[config.mk]
export PLATFORM = sky130hd
export DESIGN_NAME = mano_control_unit
export DESIGN_NICKNAME = d
export VERILOG_FILES = /design/src/rtl/mano_control_unit.sv
export SDC_FILE = /design/constraint.sdc
export NUM_CORES = 1
export LEC_CHECK = 0
export CELL_PAD_IN_SITES_DETAIL_PLACEMENT = 1
export CELL_PAD_IN_SITES_GLOBAL_PLACEMENT = 2
export CORE_MARGIN = 2
export CORE_UTILIZATION = 19
export DETAILED_ROUTE_END_ITERATION = 12
export GPL_TIMING_DRIVEN = 0
export HOLD_SLACK_MARGIN = 0.02
export PLACE_DENSITY_LB_ADDON = 0.1
export SYNTH_ARGS = -nofsm -noshare
export SYNTH_HDL_FRONTEND = slang
export SYNTH_SLANG_ARGS = --single-unit
[constraint.sdc]
create_clock -name clk -period 2.55 [get_ports clk]
set_input_delay 0.765 -clock clk [delete_from_list [all_inputs] [get_ports clk]]
set_output_delay 0.765 -clock clk [all_outputs]
set_load 0.01 [all_outputs]
[src/rtl/mano_control_unit.sv]
// -----------------------------------------------------------------------------
// mano_control_unit
//   Hardwired control unit for the Mano basic computer. It holds a 4-bit
//   sequence counter (SC), the indirect-bit flip-flop (I) and a halted flag.
//   Every control output is decoded combinationally from SC, I, ir, halted
//   and the datapath status bits.
//
// Ports
//   clk      in   rising-edge clock
//   reset    in   synchronous, active-high reset
//   ir       in   [15]=I, [14:12]=D opcode, [11:0]=address / register-ref bits
//   ac_zero  in   AC == 0
//   ac_msb   in   AC[15]
//   dr_zero  in   DR == 0
//   e_flag   in   E flip-flop
//   bus_sel  out  common-bus source (0 none,1 AR,2 PC,3 DR,4 AC,5 IR,6 TR,7 MEM)
//   ld/inc/clr out per-register controls, [0]AR [1]PC [2]DR [3]AC [4]IR [5]TR
//   mem_rd   out  memory read strobe at AR
//   mem_wr   out  memory write strobe at AR
//   alu_op   out  0 none,1 AND,2 ADD,3 pass DR,4 CMA,5 CIR,6 CIL
//   e_op     out  0 hold,1 clear,2 complement,3 load carry
//   sc       out  sequence counter value
//   halted   out  HLT has executed
// -----------------------------------------------------------------------------
module mano_control_unit (
  input  logic        clk,
  input  logic        reset,
  input  logic [15:0] ir,
  input  logic        ac_zero,
  input  logic        ac_msb,
  input  logic        dr_zero,
  input  logic        e_flag,
  output logic [2:0]  bus_sel,
  output logic [5:0]  ld,
  output logic [5:0]  inc,
  output logic [5:0]  clr,
  output logic        mem_rd,
  output logic        mem_wr,
  output logic [2:0]  alu_op,
  output logic [1:0]  e_op,
  output logic [3:0]  sc,
  output logic        halted
);

  // Register indices into ld/inc/clr.
  localparam int AR = 0;
  localparam int PC = 1;
  localparam int DR = 2;
  localparam int AC = 3;
  localparam int IR = 4;

  typedef enum logic [2:0] {
    BUS_NONE = 3'd0, BUS_AR = 3'd1, BUS_PC = 3'd2, BUS_DR = 3'd3,
    BUS_AC   = 3'd4, BUS_IR = 3'd5, BUS_TR = 3'd6, BUS_MEM = 3'd7
  } bus_e;

  typedef enum logic [2:0] {
    ALU_NONE = 3'd0, ALU_AND = 3'd1, ALU_ADD = 3'd2, ALU_DR = 3'd3,
    ALU_CMA  = 3'd4, ALU_CIR = 3'd5, ALU_CIL = 3'd6
  } alu_e;

  logic [3:0] sc_q, sc_d;
  logic       i_q, i_d;
  logic       halted_q, halted_d;
  logic [2:0] d;

  assign d      = ir[14:12];
  assign sc     = sc_q;
  assign halted = halted_q;

  // State register.
  always_ff @(posedge clk) begin
    // NOTE: sequential state uses non-blocking assignments so every register
    // samples the pre-edge values of the others.
    if (reset) begin
      sc_q     <= 4'd0;
      i_q      <= 1'b0;
      halted_q <= 1'b0;
    end else begin
      sc_q     <= sc_d;
      i_q      <= i_d;
      halted_q <= halted_d;
    end
  end

  // Next-state logic: SC counts up unless the current step ends the
  // instruction.
  always_comb begin
    // NOTE: defaults first so no path through the block leaves a signal
    // unassigned (which would infer a latch).
    sc_d     = sc_q + 4'd1;
    i_d      = i_q;
    halted_d = halted_q;
    if (halted_q) begin
      sc_d = 4'd0;
    end else begin
      unique case (sc_q)
        4'd0, 4'd1: ;
        4'd2: i_d = ir[15];
        4'd3: begin
          if (d == 3'd7) begin
            sc_d = 4'd0;
            if (!i_q && ir[0]) halted_d = 1'b1;
          end
        end
        4'd4: if (d == 3'd3 || d == 3'd4) sc_d = 4'd0;
        4'd5: if (d inside {3'd0, 3'd1, 3'd2, 3'd5}) sc_d = 4'd0;
        default: sc_d = 4'd0;  // T6 ends ISZ; 7..15 are unreachable
      endcase
    end
  end

  // Output decode.
  always_comb begin
    bus_sel = BUS_NONE;
    ld      = '0;
    inc     = '0;
    clr     = '0;
    mem_rd  = 1'b0;
    mem_wr  = 1'b0;
    alu_op  = ALU_NONE;
    e_op    = 2'd0;
    // Reset and halt both silence every control.
    if (!reset && !halted_q) begin
      unique case (sc_q)
        4'd0: begin
          bus_sel = BUS_PC;
          ld[AR]  = 1'b1;
        end
        4'd1: begin
          bus_sel = BUS_MEM;
          mem_rd  = 1'b1;
          ld[IR]  = 1'b1;
          inc[PC] = 1'b1;
        end
        4'd2: begin
          bus_sel = BUS_IR;
          ld[AR]  = 1'b1;
        end
        4'd3: begin
          if (d != 3'd7) begin
            if (i_q) begin
              bus_sel = BUS_MEM;
              mem_rd  = 1'b1;
              ld[AR]  = 1'b1;
            end
          end else if (!i_q) begin
            // Register-reference bits act in parallel.
            clr[AC] = ir[11];
            inc[AC] = ir[5];
            if (ir[10])     e_op = 2'd1;
            else if (ir[8]) e_op = 2'd2;
            if (ir[9]) begin
              ld[AC] = 1'b1;
              alu_op = ALU_CMA;
            end else if (ir[7]) begin
              ld[AC] = 1'b1;
              alu_op = ALU_CIR;
            end else if (ir[6]) begin
              ld[AC] = 1'b1;
              alu_op = ALU_CIL;
            end
            inc[PC] = (ir[4] && !ac_msb) || (ir[3] && ac_msb) ||
                      (ir[2] && ac_zero) || (ir[1] && !e_flag);
          end
        end
        4'd4: begin
          unique case (d)
            3'd0, 3'd1, 3'd2, 3'd6: begin
              bus_sel = BUS_MEM;
              mem_rd  = 1'b1;
              ld[DR]  = 1'b1;
            end
            3'd3: begin
              bus_sel = BUS_AC;
              mem_wr  = 1'b1;
            end
            3'd4: begin
              bus_sel = BUS_AR;
              ld[PC]  = 1'b1;
            end
            3'd5: begin
              bus_sel = BUS_PC;
              mem_wr  = 1'b1;
              inc[AR] = 1'b1;
            end
            default: ;
          endcase
        end
        4'd5: begin
          unique case (d)
            3'd0, 3'd1, 3'd2: begin
              ld[AC] = 1'b1;
              alu_op = d + 3'd1;     // AND/ADD/LDA map to 1/2/3
              if (d == 3'd1) e_op = 2'd3;
            end
            3'd5: begin
              bus_sel = BUS_AR;
              ld[PC]  = 1'b1;
            end
            3'd6: inc[DR] = 1'b1;
            default: ;
          endcase
        end
        4'd6: begin
          if (d == 3'd6) begin
            bus_sel = BUS_DR;
            mem_wr  = 1'b1;
            inc[PC] = dr_zero;
          end
        end
        default: ;
      endcase
    end
  end

endmodule

# Yosys cells after proc, flatten, opt, wreduce, memory -nomap -nowiden
# Index checks and enable logic that the tools add are counted.
[op_classes]
eq_ne = 14
bitwise = 1
n_mux = 68
addsub = 2
n_reduce_logical = 25
[ops]
columns = ["cell", "n"]
rows = [
  ["1-bit two-way mux", 34],
  ["3-bit two-way mux", 10],
  ["3-bit case mux with 7 select lines", 1],
  ["2-bit two-way mux", 8],
  ["4-bit two-way mux", 4],
  ["4-bit case mux with 4 select lines", 1],
  ["3-bit == test (second input constant)", 4],
  ["4-bit by 3-bit == test with 1-bit output (second input constant)", 3],
  ["3-bit case mux with 4 select lines", 1],
  ["4-bit by 2-bit == test with 1-bit output (second input constant)", 2],
  ["1-bit case mux with 2 select lines", 4],
  ["3-bit by 2-bit == test with 1-bit output (second input constant)", 2],
  ["1-bit logical AND", 6],
  ["1-bit case mux with 3 select lines", 2],
  ["3-bit case mux with 2 select lines", 1],
  ["2-bit OR reduction", 3],
  ["3-bit OR reduction", 2],
  ["1-bit logical NOT", 5],
  ["5-bit two-way mux", 1],
  ["4-bit by 1-bit adder with 4-bit output (second input constant)", 1],
  ["4-bit by 1-bit == test with 1-bit output (second input constant)", 1],
  ["4-bit logical NOT", 1],
  ["1-bit logical OR", 4],
  ["2-bit case mux with 2 select lines", 1],
  ["8 further kinds", 8],
]
[word_totals]
ff_bits = 6

# Longest topological paths before layout
[logic_depth]
word_depth = 9
depth_mapped = 7
depth_no_buf = 6

# Least setup slack after synthesis
# Ideal clock, no wire load.
[synth_path]
path_kind = "input port to output port"
from = "in ir[12]"
to = "out bus_sel[1]"
slack_ns = -0.045
path_stages = 6
path_buffers = 0
arrival_ns = 1.830
cell_sequence = "ha_1 -> ha_1 -> nor2b_1 -> and2_1 -> o21ai_0 -> a41oi_1"
[synth_via]
elab_chain_len = 5
elab_cells_between_ends = 14
cone_classes = "eq/ne (7); mux (5); reduce/logical (2)"
[synth_rtl]
columns = ["element", "line", "text"]
rows = [
  ["from (decl)", "28", "input logic [15:0] ir,"],
  ["3-bit by 1-bit == test with 1-bit output (tied with other cells)", "168", "unique case (d)"],
  ["4-bit OR reduction", "168", ""],
  ["3-bit case mux with 4 select lines", "168", ""],
  ["3-bit case mux with 7 select lines *", "125", "unique case (sc_q)"],
  ["3-bit two-way mux *", "124", "if (!reset && !halted_q) begin"],
  ["to (decl)", "33", "output logic [2:0] bus_sel,"],
]
# Mark *: on every way between the ends. The rest lies on a longest branch, timed or not.

# Worst setup path in the final report
[layout_path]
from = "in ir[13]"
to = "out alu_op[1]"
[layout_via]
elab_chain_len = 5
elab_cells_between_ends = 10
cone_classes = "add/sub (1); eq/ne (3); mux (4); reduce/logical (2)"
[layout_rtl]
columns = ["element", "line", "text"]
rows = [
  ["parallel branches: the longest is 3 deep, another holds 3-bit by 1-bit adder with 3-bit output", "--", ""],
  ["3-bit case mux with 2 select lines *", "125", ""],
  ["3-bit two-way mux *", "124", ""],
  ["to (decl)", "39", "output logic [2:0] alu_op,"],
]
# Every way passes the cells marked *.

==> flow_summary.yaml <==
worst_setup_path:
  crit_required_ps: 1790
  worstReg2RegStart: "sc[0]"
  reg2reg_slack_ps: 860
  arrival_ps: 1940
  crit-reg2reg-capture: "sc[2]"
  critical_path.max_fanout: 5
  worstSetupPathType: "in2out"
  endpoint_kind: "output pin"
  startpoint_type: "input pin"
  reg2reg_depth: 6
placed_design:
  io_buffers: 46
  place.gp.congestion: 0.774
  place_hpwl_um: 2760
job:
  max_cap_viol_count: 0
synth:
  ys_ff_latch: 6
  synth-seq-area-share_pct: 12.7
  synth_cells: 128
  ys_async_sr_fraction_pct: 0
  ys.flop_type: "dfxtp_1"
  syn_area_per_cell_um2: 7.41
  synth_edf_count: 0
  synthDistinctLibCells: 42
  yosysWarnings: 0
  netlist_area_um2: 948
power_and_ir_drop:
  powerDensity_nw_per_um2: 440
  power.total_uw: 802
  ir_drop_uv: 453
  leakage_uw: 0.000797
timing:
  finClkSkew_ps: 0.905
  fin_crit_sh_pct: 106
  hold_viol: 0
  holdWs_ps: 495
  rsz0062_at_grt: "yes"
  fmax_mhz: 370
  setup_violations: 14
  period_needed_ps: 2700
  drv_slew: 0
  setup_slack_ps: -154
  fin_tns_setup_ps: -1400
die:
  ios: 55
  design.core.area_um2: 4750
  die_y_um: 74.7
  rows: 25
  initial_core_util_pct: 19.9
  dieArea_um2: 5570
  fp.dieW_um: 74.7
global_routing:
  grt_pass1_wl_um: 6020
  track_usage_pct: 13.8
  grt-ovfl-total: 0
  grt_pass1_vias: 1240
  grt_max_degree: 11
  antenna_found_initial: 0
outcome:
  failed_checks: "negative setup slack"
  status: "finished with violations"
clock_network:
  numClockSinks: 6
  tritoncts: "yes"
  clock_latency_ps: 220
  clockRootBuffer: "clkbuf_8"
  clk_pin_slew_worst_paths_ps: 30
  cts_buffer_depth: 2
  cts_made_buffers: 3
  htreeDepth: 1
cells_and_area:
  drive_gt1_share_pct: 47.5
  area_delta_synth_final_pct: 92.1
  fin_util_pct: 38.3
  layout_common_cells: "buf_4 (20), clkdlybuf4s50_1 (18), buf_2 (16)"
  fin_nets: 234
  layout_commonest_cell: "buf_4"
  antennaDiodeCount: 0
detailed_routing:
  wl_per_cell_um: 14.6
  drtIter0Drc: 22
  routed_wl_um: 3910
  vias_per_cell: 4.51
  firstDrtPassIters: 4
  drc_errors: 0
  ant_nets: 0
  via_count: 1205
hold_path:
  worstHoldEndpoint: "sc[0]"
  hp-class: "reg2reg"
  min_from: "sc[0]"
  whs_path_depth: 1
worst max path at each step:
stage / from / end
after floorplan: ir[12] / mem_rd
after global placement: ir[13] / bus_sel[1]
after detailed placement: ir[13] / bus_sel[1]
after CTS: ir[13] / bus_sel[0]
after global routing: ir[13] / e_op[1]
final: ir[13] / alu_op[1]
report_power, final:
part | total, µW | internal, µW | switching (µW)
logic | 527 | 266 | 261
registers | 140 | 115 | 25.4
clock network | 135 | 101 | 34.4
total | 802 | 482 | 321
repair_timing:
item	4_1_cts	5_1_grt
hold endpoints to repair	0	0
gates resized for setup	151	14
hold buffers	0	0
endpoints found under the setup margin	20	19
setup buffers	12	3
pin swaps	24	13
gates cloned	1	0
registers in the layout (all words and copies together) (netlist names):
| register | cells |
|---|---|
| sc | 4 |
| halted | 1 |
| i_q | 1 |
worst max-delay path, stage by stage:
cell     delay (ps)
buf_12          110
ha_4            180
ha_4            170
and4b_1         210
buf_6           140
a32oi_1         160
nor2_1           70
buf_2           140
metrics by stage:
step | instances | setup WS (ps) | cell area [µm²]
after floorplan | 135 | 1.99 | 982
after global routing | 267 | -214 | 1820
after detailed placement | 248 | -1350 | 1530
final | 267 | -154 | 1820
after CTS | 264 | -148 | 1770
after global placement | 248 | -1320 | 1530
cells in the mapped netlist (all sizes together), types with 2 or more instances:
master | number | share of area [%]
nor2b | 3 | 2.0
nand3 | 4 | 2.1
o21bai | 2 | 1.6
o21ai | 9 | 4.7
a21oi | 10 | 5.3
a32oi | 2 | 1.8
nor2 | 15 | 6.7
and3 | 5 | 3.4
and3b | 3 | 3.0
a31oi | 2 | 1.3
inv | 9 | 3.6
nand3b | 3 | 2.4
dfxtp | 6 | 13
a22oi | 2 | 1.6
mux2 | 2 | 2.4
mux2i | 3 | 3.2
buf | 12 | 9.4
nand2 | 8 | 3.2
ha | 10 | 13
cell families (layout without fill, tap and decap cells):
logic type                 after synthesis  in the layout  synth area share (%)
and+or+nand+nor                         48             48                  28.1
AOI/OAI and AO/OA                       35             35                  25.3
buffers and inverters                   21             86                  12.9
adders and majority gates               10             10                  13.2
DFF                                      6              6                  12.7
muxes                                    5              5                  5.54
xor gates and xnor gates                 2              2                  1.85
other                                    1              8                 0.395
layer usage:
layer  up-vias  routed length [µm]  global-route usage [%]
li1        584                   -                       -
met1       591                1730                    16.9
met2        26                2050                    26.2
met3         4                  97                    1.07
met4         0                  27                    2.98
met5         -                   0                       0
area by class of cell:
type / count / area [µm²]
clock buffers: 3 / 41.3
fillers: 583 / 2930
well taps: 67 / 83.8
repair buffers: 62 / 523
inverters: 9 / 36.3
plain buffers: 12 / 103
multi-input cells: 108 / 912
flip-flops and latches: 6 / 123
Note: power is estimated with default switching activity, not from simulation.
